$ cat src/rtl/lsu_pkg.sv
// lsu_pkg: shared types and helpers for the MEM-stage load/store unit.
//   lsu_op_t    : request opcode encoding (LW..SH)
//   lsu_state_t : controller state encoding
//   is_load / is_store / is_misaligned : opcode and alignment classification
package lsu_pkg;

   typedef enum logic [2:0] {
      OP_LW  = 3'd0,
      OP_LB  = 3'd1,
      OP_LBU = 3'd2,
      OP_LH  = 3'd3,
      OP_LHU = 3'd4,
      OP_SW  = 3'd5,
      OP_SB  = 3'd6,
      OP_SH  = 3'd7
   } lsu_op_t;

   typedef enum logic [2:0] {
      S_IDLE   = 3'd0,
      S_LOAD   = 3'd1,
      S_WRITE  = 3'd2,
      S_RMW_RD = 3'd3,
      S_RMW_WR = 3'd4,
      S_RESP   = 3'd5
   } lsu_state_t;

   function automatic logic is_load(input lsu_op_t op);
      return (op == OP_LW) || (op == OP_LB) || (op == OP_LBU) ||
             (op == OP_LH) || (op == OP_LHU);
   endfunction

   function automatic logic is_store(input lsu_op_t op);
      return (op == OP_SW) || (op == OP_SB) || (op == OP_SH);
   endfunction

   // Words need both low address bits clear, halves need bit 0 clear,
   // bytes can never be misaligned.
   function automatic logic is_misaligned(input lsu_op_t op, input logic [1:0] a);
      logic m;
      case (op)
         OP_LW, OP_SW:         m = (a != 2'b00);
         OP_LH, OP_LHU, OP_SH: m = a[0];
         default:              m = 1'b0;
      endcase
      return m;
   endfunction

endpackage

$ cat src/rtl/load_store_unit_if.sv
// load_store_unit_if: request/response bus between the pipeline and the LSU.
//   req_valid/req_ready : request handshake (accepted when both high)
//   req_op/addr/wdata   : opcode, byte address, right-aligned store data
//   rsp_valid           : one-cycle completion pulse
//   rsp_rdata/rsp_err   : extended load data / misalignment flag
// modports: master = pipeline side, slave = LSU side.
interface load_store_unit_if #(
   parameter int unsigned DATA_W = 32,
   parameter int unsigned ADDR_W = 32
);
   import lsu_pkg::*;

   logic              req_valid;
   logic              req_ready;
   lsu_op_t           req_op;
   logic [ADDR_W-1:0] req_addr;
   logic [DATA_W-1:0] req_wdata;
   logic              rsp_valid;
   logic [DATA_W-1:0] rsp_rdata;
   logic              rsp_err;

   modport master (
      output req_valid, req_op, req_addr, req_wdata,
      input  req_ready, rsp_valid, rsp_rdata, rsp_err
   );

   modport slave (
      input  req_valid, req_op, req_addr, req_wdata,
      output req_ready, rsp_valid, rsp_rdata, rsp_err
   );

endinterface

$ cat src/rtl/lsu_lane_mux.sv
// lsu_lane_mux: combinational byte-lane logic of the load/store unit.
//   rd_word_i : word read from data memory
//   wdata_i   : right-aligned store data
//   offset_i  : byte offset within the word (addr[1:0])
//   op_i      : request opcode
//   ld_data_o : selected lane, sign/zero-extended (0 for stores)
//   st_word_o : rd_word_i with the addressed byte/half replaced (SW: wdata_i)
// BIG_ENDIAN mirrors the lane numbering: byte k -> lane 3-k, half h -> lane 1-h.
module lsu_lane_mux
   import lsu_pkg::*;
#(
   parameter int unsigned DATA_W     = 32,
   parameter bit          BIG_ENDIAN = 1'b0
) (
   input  logic [DATA_W-1:0] rd_word_i,
   input  logic [DATA_W-1:0] wdata_i,
   input  logic [1:0]        offset_i,
   input  lsu_op_t           op_i,
   output logic [DATA_W-1:0] ld_data_o,
   output logic [DATA_W-1:0] st_word_o
);

   logic [1:0]  byte_lane;
   logic        half_lane;
   logic [4:0]  byte_sh;
   logic [4:0]  half_sh;
   logic [7:0]  rd_byte;
   logic [15:0] rd_half;

   always_comb begin
      byte_lane = BIG_ENDIAN ? (2'd3 - offset_i) : offset_i;
      half_lane = BIG_ENDIAN ? ~offset_i[1] : offset_i[1];
      byte_sh   = {byte_lane, 3'b000};
      half_sh   = {half_lane, 4'b0000};
      rd_byte   = rd_word_i[byte_sh +: 8];
      rd_half   = rd_word_i[half_sh +: 16];
   end

   always_comb begin
      ld_data_o = '0;
      case (op_i)
         OP_LW:   ld_data_o = rd_word_i;
         OP_LB:   ld_data_o = {{(DATA_W-8){rd_byte[7]}}, rd_byte};
         OP_LBU:  ld_data_o = {{(DATA_W-8){1'b0}}, rd_byte};
         OP_LH:   ld_data_o = {{(DATA_W-16){rd_half[15]}}, rd_half};
         OP_LHU:  ld_data_o = {{(DATA_W-16){1'b0}}, rd_half};
         default: ld_data_o = '0;
      endcase
   end

   always_comb begin
      st_word_o = rd_word_i;
      case (op_i)
         OP_SW:   st_word_o = wdata_i;
         OP_SB:   st_word_o[byte_sh +: 8]  = wdata_i[7:0];
         OP_SH:   st_word_o[half_sh +: 16] = wdata_i[15:0];
         default: st_word_o = rd_word_i;
      endcase
   end

endmodule

$ cat src/rtl/load_store_unit.sv
// load_store_unit: MEM-stage front end for a word-addressed data memory.
//   clk, rst_n   : rising-edge clock, asynchronous active-low reset
//   bus (slave)  : request/response handshake, see load_store_unit_if
//   mem_addr_o   : word address {2'b00, addr[ADDR_W-1:2]}
//   mem_w_data_o : write word
//   mem_w_ena_o  : write enable (only in WRITE and RMW_WR)
//   mem_r_data_i : read word, combinational from mem_addr_o
// One request in flight. Loads, SW and misaligned requests answer two cycles
// after acceptance, SB/SH three cycles after (read-modify-write).
module load_store_unit
   import lsu_pkg::*;
#(
   parameter int unsigned DATA_W     = 32,
   parameter int unsigned ADDR_W     = 32,
   parameter bit          BIG_ENDIAN = 1'b0
) (
   input  logic              clk,
   input  logic              rst_n,
   load_store_unit_if.slave  bus,
   output logic [ADDR_W-1:0] mem_addr_o,
   output logic [DATA_W-1:0] mem_w_data_o,
   output logic              mem_w_ena_o,
   input  logic [DATA_W-1:0] mem_r_data_i
);

   lsu_state_t        state_q;
   lsu_op_t           op_q;
   logic [ADDR_W-1:0] addr_q;
   logic [DATA_W-1:0] wdata_q;
   logic              err_pend_q;
   logic              ready_q;
   logic              rsp_valid_q;
   logic [DATA_W-1:0] rsp_rdata_q;
   logic              rsp_err_q;
   logic              w_ena_q;
   logic [DATA_W-1:0] w_data_q;

   logic [DATA_W-1:0] ld_data_d;
   logic [DATA_W-1:0] st_word_d;

   lsu_lane_mux #(
      .DATA_W     (DATA_W),
      .BIG_ENDIAN (BIG_ENDIAN)
   ) u_lane_mux (
      .rd_word_i (mem_r_data_i),
      .wdata_i   (wdata_q),
      .offset_i  (addr_q[1:0]),
      .op_i      (op_q),
      .ld_data_o (ld_data_d),
      .st_word_o (st_word_d)
   );

   // Misaligned requests pass through LOAD (no write, read data discarded)
   // so that their response lands on the same cycle as an aligned load.
   // The RMW merge result is captured straight into w_data_q at the end of
   // RMW_RD, which therefore doubles as the merge buffer.
   always_ff @(posedge clk or negedge rst_n) begin
      if (!rst_n) begin
         state_q     <= S_IDLE;
         op_q        <= OP_LW;
         addr_q      <= '0;
         wdata_q     <= '0;
         err_pend_q  <= 1'b0;
         ready_q     <= 1'b1;
         rsp_valid_q <= 1'b0;
         rsp_rdata_q <= '0;
         rsp_err_q   <= 1'b0;
         w_ena_q     <= 1'b0;
         w_data_q    <= '0;
      end else begin
         rsp_valid_q <= 1'b0;
         w_ena_q     <= 1'b0;
         case (state_q)
            S_IDLE: begin
               if (bus.req_valid) begin
                  op_q       <= bus.req_op;
                  addr_q     <= bus.req_addr;
                  wdata_q    <= bus.req_wdata;
                  ready_q    <= 1'b0;
                  err_pend_q <= 1'b0;
                  if (is_misaligned(bus.req_op, bus.req_addr[1:0])) begin
                     err_pend_q <= 1'b1;
                     state_q    <= S_LOAD;
                  end else if (is_load(bus.req_op)) begin
                     state_q <= S_LOAD;
                  end else if (bus.req_op == OP_SW) begin
                     w_ena_q  <= 1'b1;
                     w_data_q <= bus.req_wdata;
                     state_q  <= S_WRITE;
                  end else begin
                     state_q <= S_RMW_RD;
                  end
               end
            end
            S_LOAD: begin
               rsp_rdata_q <= err_pend_q ? '0 : ld_data_d;
               rsp_err_q   <= err_pend_q;
               rsp_valid_q <= 1'b1;
               state_q     <= S_RESP;
            end
            S_WRITE: begin
               rsp_rdata_q <= '0;
               rsp_err_q   <= 1'b0;
               rsp_valid_q <= 1'b1;
               state_q     <= S_RESP;
            end
            S_RMW_RD: begin
               w_data_q <= st_word_d;
               w_ena_q  <= 1'b1;
               state_q  <= S_RMW_WR;
            end
            S_RMW_WR: begin
               rsp_rdata_q <= '0;
               rsp_err_q   <= 1'b0;
               rsp_valid_q <= 1'b1;
               state_q     <= S_RESP;
            end
            S_RESP: begin
               ready_q <= 1'b1;
               state_q <= S_IDLE;
            end
            default: begin
               ready_q <= 1'b1;
               state_q <= S_IDLE;
            end
         endcase
      end
   end

   assign bus.req_ready = ready_q;
   assign bus.rsp_valid = rsp_valid_q;
   assign bus.rsp_rdata = rsp_rdata_q;
   assign bus.rsp_err   = rsp_err_q;

   assign mem_addr_o   = {2'b00, addr_q[ADDR_W-1:2]};
   assign mem_w_data_o = w_data_q;
   assign mem_w_ena_o  = w_ena_q;

endmodule

$ cat src/flat_wrapper.sv
// flat-port wrapper written by rule: the top's interface ports become plain ports
module load_store_unit_flat import lsu_pkg::*;
#(
   parameter int unsigned DATA_W     = 32,
   parameter int unsigned ADDR_W     = 32,
   parameter bit          BIG_ENDIAN = 1'b0
)
  (clk, rst_n, mem_addr_o, mem_w_data_o, mem_w_ena_o, mem_r_data_i, bus_req_valid, bus_req_op, bus_req_addr, bus_req_wdata, bus_req_ready, bus_rsp_valid, bus_rsp_rdata, bus_rsp_err);
  load_store_unit_if #(.DATA_W(DATA_W), .ADDR_W(ADDR_W)) bus_i ();
  input  logic clk;
  input  logic rst_n;
  output logic [ADDR_W-1:0] mem_addr_o;
  output logic [DATA_W-1:0] mem_w_data_o;
  output logic mem_w_ena_o;
  input  logic [DATA_W-1:0] mem_r_data_i;
  input wire logic [$bits(bus_i.req_valid)-1:0] bus_req_valid;
  input wire logic [$bits(bus_i.req_op)-1:0] bus_req_op;
  input wire logic [$bits(bus_i.req_addr)-1:0] bus_req_addr;
  input wire logic [$bits(bus_i.req_wdata)-1:0] bus_req_wdata;
  output wire logic [$bits(bus_i.req_ready)-1:0] bus_req_ready;
  output wire logic [$bits(bus_i.rsp_valid)-1:0] bus_rsp_valid;
  output wire logic [$bits(bus_i.rsp_rdata)-1:0] bus_rsp_rdata;
  output wire logic [$bits(bus_i.rsp_err)-1:0] bus_rsp_err;
  assign bus_i.req_valid = bus_req_valid;
  assign bus_i.req_op = bus_req_op;
  assign bus_i.req_addr = bus_req_addr;
  assign bus_i.req_wdata = bus_req_wdata;
  assign bus_req_ready = bus_i.req_ready;
  assign bus_rsp_valid = bus_i.rsp_valid;
  assign bus_rsp_rdata = bus_i.rsp_rdata;
  assign bus_rsp_err = bus_i.rsp_err;
  load_store_unit #(.DATA_W(DATA_W), .ADDR_W(ADDR_W), .BIG_ENDIAN(BIG_ENDIAN)) u_core (.clk(clk), .rst_n(rst_n), .bus(bus_i), .mem_addr_o(mem_addr_o), .mem_w_data_o(mem_w_data_o), .mem_w_ena_o(mem_w_ena_o), .mem_r_data_i(mem_r_data_i));
endmodule
$ cat config.mk
export PLATFORM = sky130hd
export DESIGN_NAME = load_store_unit_flat
export DESIGN_NICKNAME = d
export VERILOG_FILES = /design/src/rtl/lsu_pkg.sv /design/src/rtl/load_store_unit_if.sv /design/src/rtl/lsu_lane_mux.sv /design/src/rtl/load_store_unit.sv /design/src/flat_wrapper.sv
export SDC_FILE = /design/constraint.sdc
export NUM_CORES = 1
export LEC_CHECK = 0
export ABC_CLOCK_PERIOD_IN_PS = 7250
export BUFFER_PORTS_ARGS = -buffer_cell sky130_fd_sc_hd__buf_2
export CORE_ASPECT_RATIO = 1.2
export CORE_MARGIN = 5
export CORE_UTILIZATION = 57
export DETAILED_ROUTE_END_ITERATION = 8
export HOLD_SLACK_MARGIN = 0.08
export PLACE_DENSITY = 0.86
export SLEW_MARGIN = 10
export SYNTH_ARGS = -nofsm -noshare
export SYNTH_HDL_FRONTEND = slang
export SYNTH_SLANG_ARGS = --single-unit
$ cat constraint.sdc
create_clock -name clk -period 7.25 [get_ports clk]
set_input_delay 1.0875 -clock clk [delete_from_list [all_inputs] [get_ports clk]]
set_output_delay 1.0875 -clock clk [all_outputs]
set_load 0.01 [all_outputs]
==> flow_summary.ini, run 1 <==
[die]
dieWidth_um = 114
initial_core_util = 0.581
fp.coreArea_um2 = 12600
die-area_um2 = 15200
rows = 45
dieHeight_um = 134
ioPinCount = 202

[global_route]
grt_max_degree = 82
antenna_found_initial = 0
grt.total_usage = 0.290
overflow = 0
grt_pass1_vias = 6435
grt_pass1_wl_um = 34500

[cells_and_area]
fin_area_um2 = 8770
drive_above_1_share = 0.385
fin_util = 0.695
fin_nets = 923
antenna_cells = 0
areaGrowthSynthToFinish_pct = 19.6

[timing]
rsz0062_at_grt = false
fmax_mhz = 302
worst_pin_slew_ns = 1.13
slew_headroom = 0.245
min_period_over_period = 0.457
hold_viol_final = 0
finClkSkew_ns = 0.00626
period_needed_ns = 3.31
setup_viol = 0
tns_ns = 0
maxSlewViolCount = 0

[run_status]
status = completed

[worst_setup_path]
arrival_ns = 3.64
worst-endpoint-required_ns = 7.58
cp-start-kind = flip-flop
cp_max_fo = 26
end_kind = flip-flop
worstSetupPathType = reg -> reg

[clocking]
postCtsSetupRepairBufs = 0
hold_buffers = 0
root_buffer = clkbuf_16
cts.sinks = 139
cts_tree = built
clkTransAtPathRegs_ns = 0.06
clk_latency_ns = 0.42
cts_inserted_buffers = 17
ctsResizeCount = 0
cts-htree-levels = 4
clockBufferDepth = 2

[synth]
synth_cells = 668
synth-xor-area-share = 0.00120
synth_top_family_by_area = compound AO/OA/AOI/OAI gates
synth_edf_count = 0
synthAdderAreaFrac = 0.00990
syn_avg_cell_area_um2 = 11.0
yosys_most_used_dff = dfrtp_1
netlist_area_um2 = 7330
synth_mux_area_frac = 0.170
synth-seq-area-share = 0.475
synthDistinctLibCells = 57
synthSimpleGateAreaFrac = 0.0758
synth_warnings = 0
ys_seq_elements = 139
synthArstFlopShare = 1.00
synth-compound-area-share = 0.193

[power_and_ir_drop]
power_density_nw_per_um2 = 448
leakagePower_nw = 4.47
max-vdd-ir-drop_mv = 0.200

[detailed_routing]
firstDrtPassIters = 7
ant_nets = 0
via_count = 6216
viasPerCell = 6.26
drtIter0Drc = 508
drc = 0
post_drt_wl_per_cell_um = 22.2
routed_wl_um = 22000

[place]
gp_congestion = 0.960
port_buffers = 199
dp_hpwl_um = 16000
placedInstanceArea_um2 = 8150

[flow_run]
maxCapViolCount = 0

[min_path]
min_path_type = reg -> reg
==> layout by cell type, fill, tap and decap left out, types with 3 or more instances in the layout <==
cell and n:
buf_2 198, dfrtp_1 138, mux2_2 63, mux2i_1 51, nand2_1 37, nor2_1 32
o21ai_0 32, a21oi_1 28, inv_1 27, a221o_1 25, a22oi_1 23, clkbuf_16 17
o22ai_1 15, a222oi_1 15, a221o_2 10, a21o_1 8, nor2b_1 8, a2bb2oi_1 7
buf_4 7, nor3_1 6, and3_1 6, a221oi_1 6, nand3_1 5, ha_1 5
clkinv_2 4, bufinv_16 4, nand2b_1 3, and2_1 3, clkbuf_1 3
==> per-stage QoR <==
stage	cells	power, mW	hold slack (ns)	worst slack (ns)
after floorplan	669	2.54	0.481	4.78
final	993	3.93	0.479	3.94
after global placement	961	2.94	0.457	4.07
after detailed placement	961	3.01	0.460	4.00
after global routing	993	4.15	0.493	3.80
after CTS	993	3.93	0.479	4.08
==> state kept, by name, summed over array words and instances (netlist names) <==
signal and count:
u_core.op_q 3, u_core.bus.rsp_valid 1, u_core.state_q 3, u_core.wdata_q 32
u_core.bus.rsp_err 1, u_core.bus.req_ready 1, u_core.addr_q 32, u_core.err_pend_q 1
u_core.mem_w_data_o 32, u_core.mem_w_ena_o 1, u_core.bus.rsp_rdata 32
==> worst paths after layout <==
kind | slack [ns] | to | depth (start not counted) | from
worst min-delay path | 0.48 | u_core.bus.rsp_rdata[4]$_DFFE_PN0P_ | 1 | u_core.bus.rsp_rdata[4]$_DFFE_PN0P_
worst min register to register | 0.48 | u_core.bus.rsp_rdata[4]$_DFFE_PN0P_ | 1 | u_core.bus.rsp_rdata[4]$_DFFE_PN0P_
min in group asynchronous | 0.62 | u_core.bus.rsp_rdata[1]$_DFFE_PN0P_ | 1 | rst_n
worst max register to register | 3.94 | u_core.mem_w_data_o[27]$_DFFE_PN0P_ | 7 | u_core.addr_q[1]$_DFFE_PN0P_
max in group asynchronous | 5.22 | u_core.wdata_q[25]$_DFFE_PN0P_ | 2 | rst_n
worst max-delay path | 3.94 | u_core.mem_w_data_o[27]$_DFFE_PN0P_ | 7 | u_core.addr_q[1]$_DFFE_PN0P_
==> layout make-up <==
type / instances / area (um2)
clock inverters: 11 / 166
repair buffers: 206 / 1050
well taps: 164 / 205
inverters: 28 / 105
clock buffers: 21 / 450
multi-input cells: 424 / 3300
fillers: 935 / 3850
flip-flops and latches: 139 / 3480
==> synth_stat cells (6+ instances only) <==
| master | count | area [um2] |
|---|---|---|
| buf_4 | 32 | 240 |
| nor3_1 | 6 | 30.0 |
| a221oi_1 | 6 | 52.6 |
| and3_1 | 6 | 37.5 |
| buf_2 | 16 | 80.1 |
| a21oi_1 | 28 | 140 |
| mux2i_1 | 51 | 510 |
| mux2_2 | 63 | 709 |
| a221o_1 | 25 | 250 |
| a222oi_1 | 15 | 150 |
| a221o_2 | 10 | 113 |
| o21ai_0 | 32 | 160 |
| nor2_1 | 32 | 120 |
| a21o_1 | 8 | 60.1 |
| o22ai_1 | 15 | 93.8 |
| dfrtp_1 | 138 | 3450 |
| a22oi_1 | 23 | 173 |
| nor2b_1 | 8 | 50.1 |
| clkbuf_1 | 27 | 101 |
| a2bb2oi_1 | 7 | 61.3 |
| inv_1 | 27 | 101 |
| nand2_1 | 37 | 139 |
==> metal layers <==
layer / part of all wire / wire length, um / up-vias / GRT usage
met1: 0.39 / 8610 / 3011 / 0.370
li1: - / - / 2754 / -
met2: 0.48 / 10600 / 394 / 0.466
met3: 0.086 / 1900 / 57 / 0.0587
met5: 0 / 0 / - / 0
met4: 0.044 / 975 / 0 / 0.152
==> power by group <==
part           switching (mW)  total, mW  internal (mW)
sequential              0.308       1.43           1.13
combinational           0.865       1.58          0.717
clock                   0.327      0.912          0.584
==> critical path: stages (launching register included) <==
cell and delay (ns):
dfrtp_1 1.08, inv_1 0.55, ha_1 0.51, nor3b_1 0.29
and3_1 0.39, a21oi_1 0.11, nor2_1 0.11, a2bb2oi_1 0.18
==> kinds of logic (layout without fill, tap and decap cells) <==
family / Yosys count / count (layout)
AO/OA/AOI/OAI: 187 / 187
XOR/XNOR: 1 / 1
adder cells (fa/ha/maj): 6 / 6
buffers and inverters: 106 / 266
flip-flops: 139 / 139
multiplexers: 115 / 115
other: 1 / 2
AND/OR/NAND/NOR: 113 / 113
(Power assumes the default switching activity.)
==> run 2: changes to the inputs <==
ABC_AREA = 1   (was not set)
ABC_CLOCK_PERIOD_IN_PS = 2800   (was 7250)
CORE_UTILIZATION = 49   (was 57)
PLACE_DENSITY = 0.78   (was 0.86)
clock period = 2.8 ns   (was 7.25 ns; I/O delays follow)
==> run 2 against run 1 <==
Combinational power rose to 2.8 times the previous value. Largest cell class is now multi-input combinational cells. Final area up 7.6%. Area after synthesis rose by 8.8%. Global-route usage shrank 3.8 points. Fmax up 41%. Highest routed layer unchanged.
==> flow_summary.ini, run 2 <==
[timing]
slew_headroom = 0.296
min_period_over_period = 0.838
rsz0062_at_grt = false
hold_viol_final = 0
tns_ns = 0
fmax_mhz = 426
period_needed_ns = 2.35
setup_viol = 0
worst_slack_ns = 0.453
worst_pin_slew_ns = 1.05
maxSlewViolCount = 0
finClkSkew_ns = 0.00731

[die]
ioPinCount = 202
dieHeight_um = 150
die-area_um2 = 18900
dieWidth_um = 126
rows = 51
initial_core_util = 0.496
fp.coreArea_um2 = 16100

[detailed_routing]
ant_nets = 0
viasPerCell = 5.17
routed_wl_um = 23500
drc = 0
post_drt_wl_per_cell_um = 15.7
drtIter0Drc = 799
via_count = 7721
firstDrtPassIters = 7

[cells_and_area]
fin_util = 0.587
finalNonFillerCells = 1493
layout_commonest_cell = nand2_1
fin_area_um2 = 9430
final_cell_mix = 477 x nand2_1, 198 x buf_2, 138 x dfrtp_1
fin_nets = 1376
areaGrowthSynthToFinish_pct = 18.4
drive_above_1_share = 0.245
antenna_cells = 0

[clocking]
cts_inserted_buffers = 17
clkTransAtPathRegs_ns = 0.06
clk_latency_ns = 0.43
clockBufferDepth = 2
cts-htree-levels = 4
cts.sinks = 139
root_buffer = clkbuf_16
ctsResizeCount = 0
cts_tree = built

[synth]
synth-compound-area-share = 0.0711
synth_warnings = 0
synthArstFlopShare = 1.00
synth-seq-area-share = 0.437
synth_mux_area_frac = 0
netlist_area_um2 = 7970
synth_cells = 1116
yosys_most_used_dff = dfrtp_1
synthSimpleGateAreaFrac = 0.379
synthDistinctLibCells = 41
ys_top_cells_by_count = 477 x nand2_1, 138 x dfrtp_1, 99 x nor2_1
ys_seq_elements = 139
synth_top_area_share = 0.433
synth_top_family_by_area = simple AND/OR/NAND/NOR gates
synth_most_common_cell = nand2_1
synth-xor-area-share = 0
synth_top_area_cell = dfrtp_1
synth_edf_count = 0
syn_avg_cell_area_um2 = 7.14
synth.area.top_cells = dfrtp_1 43%, nand2_1 22%, nand3_1 5.3%
synthAdderAreaFrac = 0.00785

[global_route]
grt.total_usage = 0.252
grt_pass1_vias = 7493
grt_max_degree = 58
overflow = 0
grt-busiest-layer = met2
use_met1 = 0.320
antenna_found_initial = 0
use_met3 = 0.0632
grt_pass1_wl_um = 38000
met2_usage = 0.416

[place]
dp_slack_ns = 0.488
placedInstanceArea_um2 = 8820
dp_hpwl_um = 17600
port_buffers = 199
dp_cells = 1461
gp_congestion = 0.989

[power_and_ir_drop]
power_density_nw_per_um2 = 1090
leakagePower_nw = 5.26
max-vdd-ir-drop_mv = 0.486

[run_status]
status = completed

[flow_run]
maxCapViolCount = 0

[worst_setup_path]
worstSetupPathType = reg -> reg
cp-start-kind = flip-flop
arrival_ns = 2.71
end_kind = flip-flop
worst-endpoint-required_ns = 3.16
cp_max_fo = 16

[min_path]
min_path_type = in -> reg
-- run 2: layout make-up --
class	count	area, um2
multi-input cells	821	3660
repair buffers	214	1130
clock inverters	6	82.6
inverters	76	292
fillers	1580	6650
flip-flops and latches	139	3480
clock buffers	25	526
well taps	212	265
-- run 2: cell families (layout without fill, tap and decap cells) --
logic type	Yosys count	count (layout)
AOI/OAI and AO/OA	103	103
DFF	139	139
other	1	2
and+or+nand+nor	711	711
adders and majority gates	5	5
buffers and inverters	157	321
-- run 2: worst max-delay path, stage by stage, from the launching register on --
cell and delay (ns):
dfrtp_1 0.64, inv_1 0.24, ha_1 0.25, inv_1 0.35, nand3_1 0.24, o21ai_0 0.23, nand2_1 0.07, nand3_1 0.12
nand2_1 0.07, nor2_2 0.07
-- run 2: final timing paths --
kind                                                           start                                    to  slack (ns)  cells past startpoint
worst max register to register          u_core.addr_q[0]$_DFFE_PN0P_   u_core.mem_w_data_o[26]$_DFFE_PN0P_        0.45                      9
max in group asynchronous                                      rst_n   u_core.mem_w_data_o[14]$_DFFE_PN0P_        1.62                      3
min in group asynchronous                                      rst_n  u_core.bus.rsp_rdata[28]$_DFFE_PN0P_        0.51                      2
worst max-delay path                    u_core.addr_q[0]$_DFFE_PN0P_   u_core.mem_w_data_o[26]$_DFFE_PN0P_        0.45                      9
worst min register to register  u_core.bus.rsp_rdata[24]$_DFFE_PN0P_  u_core.bus.rsp_rdata[24]$_DFFE_PN0P_        0.47                      2
worst min-delay path                                bus_req_addr[11]         u_core.addr_q[11]$_DFFE_PN0P_        0.19                      3
-- run 2: repair_timing --
item | CTS | global route
hold buffers | 1 | 0
setup endpoints to repair | 0 | 0
endpoints found under the hold margin | 45 | 0
buffers inserted | 0 | 0
-- run 2: per-stage QoR --
stage               total power [mW]  hold slack, ns
floorplan                       6.82           0.124
global placement                7.88           0.390
detailed placement              8.00           0.392
CTS                             10.3           0.176
global route                    11.1           0.179
finish                          10.3           0.186
-- run 2: power breakdown --
group,internal [mW],switching [mW],leakage [nW]
clock network,1.47,0.838,0.301
logic,1.51,2.89,3.27
registers,2.92,0.662,1.69
-- run 2: layer usage --
layer / routed length, um / up-vias / part of all wire
met5: 0 / - / 0
met4: 742 / 0 / 0.032
met3: 2090 / 58 / 0.089
met2: 11200 / 336 / 0.48
met1: 9450 / 3599 / 0.40
li1: - / 3728 / -
